## src/rtl/compositor_pkg.sv

```systemverilog
// Shared types, default geometry and the layer-priority helper for layer_compositor.
package compositor_pkg;

  localparam int DEF_NUM_LAYERS = 4;
  localparam int DEF_IDX_W      = 4;
  localparam int DEF_NUM_BANKS  = 2;
  localparam int DEF_COLOR_W    = 24;

  localparam int MAX_LAYERS = 16;
  localparam int MAX_IDX_W  = 8;
  localparam int PAD_W      = MAX_LAYERS * MAX_IDX_W;

  typedef enum logic [1:0] {
    IDLE = 2'd0,
    WR   = 2'd1,
    ACK  = 2'd2
  } wr_state_t;

  // Sized for the largest supported stack; callers zero-pad and pass their real geometry.
  function automatic logic [MAX_IDX_W-1:0] first_opaque(
    input logic [PAD_W-1:0]      idx_vec,
    input logic [MAX_LAYERS-1:0] en_vec,
    input int                    num_layers,
    input int                    idx_w
  );
    logic [MAX_IDX_W-1:0] mask;
    logic [MAX_IDX_W-1:0] cur;
    logic [MAX_IDX_W-1:0] result;
    mask   = MAX_IDX_W'((1 << idx_w) - 1);
    result = '0;
    for (int k = MAX_LAYERS - 1; k >= 0; k--) begin
      cur = MAX_IDX_W'(idx_vec >> (k * idx_w)) & mask;
      if (k < num_layers && en_vec[k] && cur != '0) result = cur;
    end
    return result;
  endfunction

endpackage

```

## src/rtl/palette_ram.sv

```systemverilog
// Simple dual-port palette RAM: registered read, read-before-write on address collision.
module palette_ram
  import compositor_pkg::*;
#(
  parameter int DEPTH   = 32,
  parameter int ADDR_W  = 5,
  parameter int COLOR_W = DEF_COLOR_W
) (
  input  logic               Clk,
  input  logic               we,
  input  logic [ADDR_W-1:0]  waddr,
  input  logic [COLOR_W-1:0] wdata,
  input  logic [ADDR_W-1:0]  raddr,
  output logic [COLOR_W-1:0] rdata
);

  logic [COLOR_W-1:0] mem [DEPTH];

  // No reset so the array maps onto block RAM; a colliding read sees the old word.
  always_ff @(posedge Clk) begin
    if (we) mem[waddr] <= wdata;
    rdata <= mem[raddr];
  end

endmodule

```

## src/rtl/layer_compositor.sv

```systemverilog
// Prioritised multi-layer colour-index compositor with a banked, CPU-writable palette.
module layer_compositor
  import compositor_pkg::*;
#(
  parameter int NUM_LAYERS = DEF_NUM_LAYERS,
  parameter int IDX_W      = DEF_IDX_W,
  parameter int NUM_BANKS  = DEF_NUM_BANKS,
  parameter int COLOR_W    = DEF_COLOR_W,
  parameter int BANK_W     = (NUM_BANKS > 1) ? $clog2(NUM_BANKS) : 1
) (
  input  logic                        Clk,
  input  logic                        Reset_n,
  input  logic                        pixel_valid,
  input  logic                        frame_start,
  input  logic [NUM_LAYERS*IDX_W-1:0] layer_idx,
  input  logic [NUM_LAYERS-1:0]       layer_en,
  input  logic [BANK_W-1:0]           bank_sel,
  input  logic                        pal_we,
  input  logic [BANK_W-1:0]           pal_bank,
  input  logic [IDX_W-1:0]            pal_addr,
  input  logic [COLOR_W-1:0]          pal_data,
  output logic                        pal_ack,
  output logic [7:0]                  VGA_R,
  output logic [7:0]                  VGA_G,
  output logic [7:0]                  VGA_B,
  output logic                        out_valid,
  output logic [BANK_W-1:0]           active_bank
);

  localparam int ADDR_W = BANK_W + IDX_W;
  localparam int DEPTH  = NUM_BANKS * (2 ** IDX_W);

  logic               bank_sel_ok;
  logic [BANK_W-1:0]  eff_bank;
  logic [IDX_W-1:0]   win_idx;
  logic               s1_valid;
  logic [ADDR_W-1:0]  s1_addr;
  logic [COLOR_W-1:0] rd_data;

  wr_state_t          state;
  logic [BANK_W-1:0]  wr_bank;
  logic [IDX_W-1:0]   wr_addr;
  logic [COLOR_W-1:0] wr_data;
  logic               wr_bank_ok;
  logic               ram_we;

  // Out-of-range bank requests are dropped so the displayed bank always exists.
  assign bank_sel_ok = int'(bank_sel) < NUM_BANKS;
  assign eff_bank    = (frame_start && bank_sel_ok) ? bank_sel : active_bank;
  assign win_idx     = IDX_W'(first_opaque(PAD_W'(layer_idx), MAX_LAYERS'(layer_en),
                                           NUM_LAYERS, IDX_W));

  always_ff @(posedge Clk) begin
    if (!Reset_n) begin
      s1_valid    <= 1'b0;
      s1_addr     <= '0;
      out_valid   <= 1'b0;
      active_bank <= '0;
    end else begin
      s1_valid  <= pixel_valid;
      s1_addr   <= {eff_bank, win_idx};
      out_valid <= s1_valid;
      if (frame_start && bank_sel_ok) active_bank <= bank_sel;
    end
  end

  always_ff @(posedge Clk) begin
    if (!Reset_n) begin
      state <= IDLE;
    end else begin
      case (state)
        IDLE:    if (pal_we) state <= WR;
        WR:      state <= ACK;
        ACK:     if (!pal_we) state <= IDLE;
        default: state <= IDLE;
      endcase
    end
  end

  // Request fields are captured once so the CPU may change them while waiting for ack.
  always_ff @(posedge Clk) begin
    if (state == IDLE && pal_we) begin
      wr_bank <= pal_bank;
      wr_addr <= pal_addr;
      wr_data <= pal_data;
    end
  end

  assign wr_bank_ok = int'(wr_bank) < NUM_BANKS;
  assign ram_we     = (state == WR) && wr_bank_ok;
  assign pal_ack    = (state == ACK);

  palette_ram #(
    .DEPTH  (DEPTH),
    .ADDR_W (ADDR_W),
    .COLOR_W(COLOR_W)
  ) u_palette_ram (
    .Clk  (Clk),
    .we   (ram_we),
    .waddr({wr_bank, wr_addr}),
    .wdata(wr_data),
    .raddr(s1_addr),
    .rdata(rd_data)
  );

  assign VGA_R = out_valid ? rd_data[COLOR_W-1  -: 8] : 8'd0;
  assign VGA_G = out_valid ? rd_data[COLOR_W-9  -: 8] : 8'd0;
  assign VGA_B = out_valid ? rd_data[COLOR_W-17 -: 8] : 8'd0;

endmodule

```

## config.mk

```make
export PLATFORM = sky130hd
export DESIGN_NAME = layer_compositor
export DESIGN_NICKNAME = d
export VERILOG_FILES = /design/src/rtl/compositor_pkg.sv /design/src/rtl/palette_ram.sv /design/src/rtl/layer_compositor.sv
export SDC_FILE = /design/constraint.sdc
export NUM_CORES = 1
export LEC_CHECK = 0
export BUFFER_PORTS_ARGS = -buffer_cell sky130_fd_sc_hd__buf_2
export CAP_MARGIN = 20
export CORE_UTILIZATION = 35
export DETAILED_ROUTE_END_ITERATION = 12
export GPL_TIMING_DRIVEN = 1
export SETUP_SLACK_MARGIN = 0.02
export SLEW_MARGIN = 20
export SYNTH_ARGS = -nofsm -noshare
export SYNTH_HDL_FRONTEND = slang
export SYNTH_SLANG_ARGS = --single-unit
```

## constraint.sdc

```tcl
create_clock -name Clk -period 3.1 [get_ports Clk]
set_input_delay 0.465 -clock Clk [delete_from_list [all_inputs] [get_ports Clk]]
set_output_delay 0.465 -clock Clk [all_outputs]
set_load 0.05 [all_outputs]
```

==> results by group, run 1 <==
Status
  – Status: finished clean

Setup path
  – CP Launch Point: s1_addr[1]
  – Worst path required time: 3560 ps
  – Crit path DAT: between 2000 and 3000 ps
  – FF-to-FF path depth: 6
  – Crit-path max FO: 46
  – Critical Path Start Type: register
  – Slowest library cell on the worst path: dfxtp_4
  – Setup slack, reg-to-reg: between 600 and 700 ps
  – Critical Path, Cell by Cell: buf_12 > buf_12 > mux2i_1 > a22oi_1 > a31oi_1 > nand3_1
  – Crit. End Element: register
  – WS Path Type: register to register
  – Worst R2R Start: s1_addr[1]
  – Top cell by count, worst path: buf_12
  – Capture point of the worst reg-to-reg path: u_palette_ram.rdata[20]
  – Crit path largest cell delay: ~620 ps

Timing
  – Period Utilization, post-route: 0.799
  – Max frequency: between 0.4 and 0.5 GHz
  – Skew final: just over 20 ps
  – Tightest Pin Transition: about 1100 ps
  – Final Hold Viols: 0
  – Slew margin rel.: 0.240
  – Post-Route Setup TNS: 0 ps
  – Endpoints failing setup: 0
  – Hold WS: approximately 34 ps
  – Final slew viol count: 0
  – RSZ-0062 raised after global routing: no
  – Fin crit period: roughly 2500 ps

Placed design
  – RePlAce Congestion: 0.778
  – Buffers on Ports: 81
  – Post-DP HPWL: about 42000 um

Global routing
  – Largest net degree at the start of global routing: between 70 and 80
  – Gr usage total: 0.157
  – Vias in the first global route: ~17000
  – Initial antenna violation count: 1
  – GR Overflow Total: 0
  – First-pass GRT wire length: 108000 um

Floorplanning
  – Die area: roughly 0.09 mm2
  – Io pins: 82
  – Initial Utilization: 0.354
  – Die X: between 300 and 400 um
  – Row count: 110
  – Die height: 304 um
  – Total core area: ~0.09 mm2

Job
  – Max-cap violations: 0

CTS
  – CTS Buffer Depth: 3
  – Clock root cell: clkbuf_16
  – H-tree depth: 3
  – Worst skew pair latency: 620 ps
  – Post-CTS Resized: 0
  – CTS sink count: 830
  – Clock transition at path regs: roughly 60 ps
  – Num CTS Buffers: 81
  – CTS tree: done

Cells and area
  – Leading cell type in the layout, fill and taps excluded: edfxtp_1
  – Most frequent cells in the layout: edfxtp_1 (797), mux2i_1 (385), clkbuf_16 (85)
  – Net count, final: 2026
  – Layout cells sized above 1: 0.159
  – P&R area growth vs syn: 15.8%

Synth
  – Yosys warns: 0
  – Unique masters post-synth: 34
  – Largest area contributor in the netlist: edfxtp_1
  – Post-synth EDFFs: 797
  – Cells after synthesis: between 1500 and 2000
  – Mean post-synth cell area: ~18 um2
  – Top post-synthesis cells by area: edfxtp_1 (75%), mux2i_1 (12%), dfxtp_1 (2.1%)
  – Mapped Area: approximately 0.032 mm2
  – Top FF cell, synth: edfxtp_1
  – Yosys top cell area share: 0.750
  – Sequential area share after synthesis: 0.770
  – Async SR Flop Fraction: 0
  – Syn nets: ~1900
  – Synth Register Bits: 830

Worst hold path
  – WHS Path Cells: 1
  – Worst min path class: input port to register
  – Hold Path End: wr_data[1]
  – Hold wc startpoint: pal_data[1]

Power
  – Power Internal: about 19 mW
  – Seq pwr share: 0.529
  – Switch share: 0.216
  – Combinational share of power: 0.060
  – Clock network fraction of design power: 0.411
  – Largest vdd supply drop: ~0.00032 V
  – Pleak: roughly 12 nW
  – Psw: ~5.2 mW
  – PD cells: ~650 mW/mm2

Drt
  – DRC: 0
  – Drt initial violations: between 1000 and 1500
  – Routed WL: between 70000 and 80000 um
  – Via-to-Cell Ratio: roughly 5.2
  – Final ANT Viol Nets: 0
  – Via count: between 15000 and 20000
  – DRT Pass-1 Iters: 7
  – Avg WL per Cell: 23.0 um
timing repair:
| action | CTS | global route |
|---|---|---|
| setup buffers | 0 | 0 |
| setup endpoints to repair | 0 | 0 |
| endpoints found under the hold margin | 12 | 0 |
| hold buffers | 12 | 0 |
worst max-delay path: cells and delay by family (launching register included):
kind | cells | cell delay (ps)
buffers and inverters | 2 | 660
DFF | 1 | 620
AOI/OAI and AO/OA | 2 | 590
muxes | 1 | 240
and+or+nand+nor | 1 | 150
final cells by class:
cell class                 count  area [um2]
clock buffer                  95        2190
fill                        7931       53200
sequential                   830       24600
multi-input combinational    885        6840
antenna                        2        5.00
tap                         1176        1470
clock inverter                53         482
timing repair buffer         173        1380
registers in the layout, indices dropped and copies added (netlist names):
name,cells
wr_bank,1
wr_addr,4
u_palette_ram.mem,768
s1_valid,1
out_valid,1
u_palette_ram.rdata,24
state,2
s1_addr,5
wr_data,24
power groups by stage:
stage          sequential, mW  combinational [mW]  clock [mW]
4_1_cts                  12.7                1.34        10.1
2_1_floorplan            12.8               0.915           0
3_5_place_dp             13.0                1.32           0
5_1_grt                  12.7                1.52        10.5
3_3_place_gp             13.0                1.31           0
6_report                 12.7                1.43        9.86
cell usage after synthesis, types with 2 or more instances:
master    number
nor2_1        36
nand2_1       85
a32oi_1        2
nand2b_1       3
and2_1        28
buf_4         13
mux2i_1      385
a31oi_1       24
edfxtp_1     797
clkbuf_1      33
a22oi_1       72
nor3_1        24
nand3b_1       3
o41ai_1        2
a22o_1        48
o21ai_1        3
dfxtp_1       33
or3_1          2
nor2b_1        6
buf_6         22
a41oi_1        2
buf_1         10
a21oi_1       76
or3b_2         2
nand3_1       75
buf_2         21
worst max-delay path by stage:
stage                                          end  slack [ps]  cells past startpoint
after detailed placement   u_palette_ram.rdata[20]         610                      6
after CTS                  u_palette_ram.rdata[20]         620                      6
after floorplan           u_palette_ram.mem[19][0]         680                      2
after global placement     u_palette_ram.rdata[21]         670                      6
after global routing       u_palette_ram.rdata[21]         540                      6
final                      u_palette_ram.rdata[20]         620                      6
layer usage:
metal | GRT usage | part of all wire | vias to the layer above
met3 | 0.0218 | 0.051 | 103
li1 | - | - | 7499
met2 | 0.268 | 0.50 | 491
met1 | 0.207 | 0.43 | 8466
met5 | 0 | 0 | -
met4 | 0.0477 | 0.021 | 0
metrics by stage:
stage                util  instance area (um2)  setup slack (ps)  power [mW]  instances
detailed placement  0.377                34000               612        14.3       3040
global placement    0.377                34000               667        14.3       3040
finish              0.410                37000               623        24.0       3214
floorplan               -                31900               676        13.7       1815
CTS                 0.408                36800               622        24.1       3200
global route        0.410                37000               538        24.7       3212
kinds of logic (layout without fill, tap and decap cells):
family | after synthesis | after routing | share of synthesized area
buf+inv | 100 | 321 | 0.0194
simple gates | 267 | 267 | 0.0393
other cells | 0 | 2 | 0
flops | 830 | 830 | 0.770
compound gates | 233 | 233 | 0.0503
mux | 385 | 385 | 0.121
Note: power is estimated with default switching activity, not from simulation.
==> inputs of run 2 (changes only) <==
--- a/config.mk
+++ b/config.mk
@@ -5,6 +5,7 @@
 export SDC_FILE = /design/constraint.sdc
 export NUM_CORES = 1
 export LEC_CHECK = 0
+export ABC_AREA = 1
 export BUFFER_PORTS_ARGS = -buffer_cell sky130_fd_sc_hd__buf_2
 export CAP_MARGIN = 20
 export CORE_UTILIZATION = 35
==> constraint.sdc (replaced) <==
create_clock -name Clk -period 2.4 [get_ports Clk]
set_input_delay 0.36 -clock Clk [delete_from_list [all_inputs] [get_ports Clk]]
set_output_delay 0.36 -clock Clk [all_outputs]
set_load 0.05 [all_outputs]
==> results by group, run 2 <==
Synth
  – Mapped Area: 0.0333 mm2 (+4.3%)
  – Top FF cell, synth: edfxtp_1
  – Yosys top cell area share: 0.719 (-0.0306)
  – Async SR Flop Fraction: 0 (unchanged)
  – Top post-synthesis cells by area: edfxtp_1 (72%), nand2_1 (13%), nand3_1 (9.0%)
  – Synth Register Bits: 830 (unchanged)
  – Post-synth EDFFs: 797 (unchanged)
  – Largest area contributor in the netlist: edfxtp_1
  – Mean post-synth cell area: 11.8 um2 (-33%)
  – Yosys warns: 0 (unchanged)
  – Sequential area share after synthesis: 0.739 (-0.0314)
  – Top-count cell post-synth: nand2_1
  – Unique masters post-synth: 21 (-38%)
  – Cells after synthesis: 2817 (+55%)
  – Most frequent cells after synthesis: nand2_1 (1125), edfxtp_1 (797), nand3_1 (598)
  – Syn nets: 2872 (+54%)

Cells and area
  – Fillers: 8611 (+8.6%)
  – Leading cell type in the layout, fill and taps excluded: nand2_1
  – Net count, final: 3037 (+50%)
  – Post-route design area: 0.0391 mm2 (+5.7%)
  – Top reg by flops: u_palette_ram.mem
  – Top Registers: u_palette_ram.mem (768), u_palette_ram.rdata (24), wr_data (24)
  – Most frequent cells in the layout: nand2_1 (1125), edfxtp_1 (797), nand3_1 (598)
  – P&R area growth vs syn: 17.4%
  – Layout cells sized above 1: 0.121 (-0.0373)
  – Sequential cell area: 0.0246 mm2 (about the same)
  – Final Util: 0.417 (+0.00689)
  – Number of flip-flops in the largest register: 768 (unchanged)
  – Multi-input combinational cell area: 0.00769 mm2 (+12%)
  – Antenna Diode Count: 0 (-2)
  – Final cell count without fillers: 4311 (+34%)

Setup path
  – Crit-path max FO: 14 (-70%)
  – Crit path DAT: 1920 ps (-1010 ps)
  – Worst R2R Start: s1_addr[0]
  – FF-to-FF path depth: 9 (+3)
  – CP Launch Point: out_valid
  – Capture point of the worst reg-to-reg path: u_palette_ram.rdata[16]
  – Setup slack, reg-to-reg: 360 ps (-260 ps)
  – Crit path to: VGA_R[2]
  – Worst path required time: 2040 ps (-1520 ps)
  – WS Path Type: register to output port
  – Crit. End Element: output port
  – Critical Path Start Type: register

CTS
  – Num CTS Buffers: 87 (+7.4%)
  – CTS tree: done
  – Worst skew pair latency: 640 ps (+20 ps)
  – Clock transition at path regs: 60 ps (about the same)
  – CTS sink count: 830 (unchanged)
  – Clock root cell: clkbuf_16
  – H-tree depth: 3 (unchanged)
  – Setup Buffers After CTS: 0 (unchanged)
  – CTS Buffer Depth: 3 (unchanged)

Floorplanning
  – Die height: 310 um (+2.1%)
  – Initial Utilization: 0.355 (+0.000876)
  – Row count: 112 (+1.8%)
  – Total core area: 0.0937 mm2 (+4.0%)
  – Io pins: 82 (unchanged)
  – Die area: 0.0963 mm2 (+4.2%)
  – Die X: 310 um (+2.1%)

Drt
  – Avg WL per Cell: 20.7 um (-10%)
  – Final ANT Viol Nets: 0 (unchanged)
  – Drt initial violations: 2238 (+53%)
  – Via-to-Cell Ratio: 5.05 (-2.0%)
  – DRT Pass-1 Iters: 5 (-2)
  – DRC: 0 (unchanged)
  – Via count: 21771 (+31%)
  – Routed WL: 89100 um (+20%)

Timing
  – Tightest Pin Transition: 712 ps (-427 ps)
  – Final Hold Viols: 0 (unchanged)
  – Skew final: 25.0 ps (+4.37 ps)
  – Period Utilization, post-route: 0.951
  – Endpoints failing setup: 0 (unchanged)
  – Post-Route Setup TNS: 0 ps (unchanged)
  – Final slew viol count: 0 (unchanged)
  – RSZ-0062 raised after global routing: no
  – Max frequency: approximately 0.44 GHz
  – Slew margin rel.: 0.525 (+0.285)
  – Fin crit period: ~2300 ps
  – Hold WS: 38.2 ps (+4.41 ps)

Placed design
  – Number of cells after detailed placement: 4108 (+35%)
  – Post-DP HPWL: 48900 um (+17%)
  – Placed Area: 0.0358 mm2 (+5.5%)
  – RePlAce Congestion: 0.790 (+1.6%)
  – Buffers on Ports: 81 (unchanged)

Status
  – Status: finished clean

Power
  – Pleak: 14.5 nW (+21%)
  – PD cells: 827 mW/mm2 (+28%)
  – Largest vdd supply drop: 0.000573 V (+81%)

Global routing
  – Gr usage total: 0.185 (+0.0282)
  – First-pass GRT wire length: 131000 um (+21%)
  – GR Overflow Total: 0 (unchanged)
  – Largest net degree at the start of global routing: 137 (+88%)
  – Initial antenna violation count: 1 (unchanged)
  – Vias in the first global route: 20869 (+24%)

Job
  – Max-cap violations: 0 (unchanged)

Worst hold path
  – Worst min path class: input port to register
## run 2: cell count changes after synthesis, sizes merged, moves of 6 or more
cell / previous run / this run
nor2b: 6 / 0
nor3: 24 / 1
mux2i: 385 / 0
clkbuf: 34 / 16
a31oi: 24 / 0
nand2: 85 / 1125
buf: 66 / 149
and2: 28 / 0
a22oi: 72 / 0
a21oi: 76 / 6
a22o: 48 / 0
nand3: 75 / 598
inv: 0 / 46
## run 2: how the worst min path moves through the flow
stage / startpoint / cells after the start / slack [ps] / endpoint
CTS: layer_idx[3] / 3 / 10 / s1_addr[3]
global placement: s1_valid / 2 / 410 / out_valid
finish: layer_idx[3] / 3 / 40 / s1_addr[3]
global route: layer_idx[3] / 3 / 60 / s1_addr[3]
floorplan: s1_valid / 2 / 390 / out_valid
detailed placement: s1_valid / 2 / 400 / out_valid
## run 2: critical path, stage by stage (launching register included)
cell     delay [ps]
dfxtp_2         540
buf_4           280
nand2_1         120
inv_1            80
buf_2           260
## run 2: routing by layer
metal,routed length [um],up-vias,GRT usage
met3,6320,204,0.0326
met2,40700,849,0.292
met1,38500,10600,0.252
met5,7,-,0
met4,3500,2,0.0774
li1,-,10116,-
## run 2: kinds of logic (layout without fill, tap and decap cells)
logic type	Yosys count	after routing	share of synthesized area
compound gates	9	9	0.00143
buf+inv	211	451	0.0378
flops	830	830	0.739
simple gates	1767	1767	0.222
## run 2: where the power goes
group | switching [mW] | internal [mW] | total, mW
Clock | 5.53 | 7.99 | 13.5
Combinational | 1.87 | 0.732 | 2.61
Sequential | 0.130 | 16.1 | 16.2
## run 2: layout make-up
| cell class | instances | area share |
|---|---|---|
| Sequential cell | 830 | 0.630 |
| Multi-Input combinational cell | 1776 | 0.197 |
| Clock buffer | 117 | 0.0623 |
| Timing Repair Buffer | 241 | 0.0551 |
| Tap cell | 1254 | 0.0401 |
| Clock inverter | 47 | 0.0113 |
| Inverter | 46 | 0.00493 |
## run 2: through the flow
stage | setup WS (ps) | total power, mW
5_1_grt | 33.5 | 33.3
2_1_floorplan | 88.8 | 18.1
4_1_cts | 85.8 | 32.5
3_3_place_gp | 411 | 19.1
6_report | 117 | 32.3
3_5_place_dp | 379 | 19.1
## run 2: repair_timing
item	in CTS	in global routing
resized for setup	1	0
hold endpoints to repair	36	0
setup endpoints to repair	24	0
hold buffers	39	0
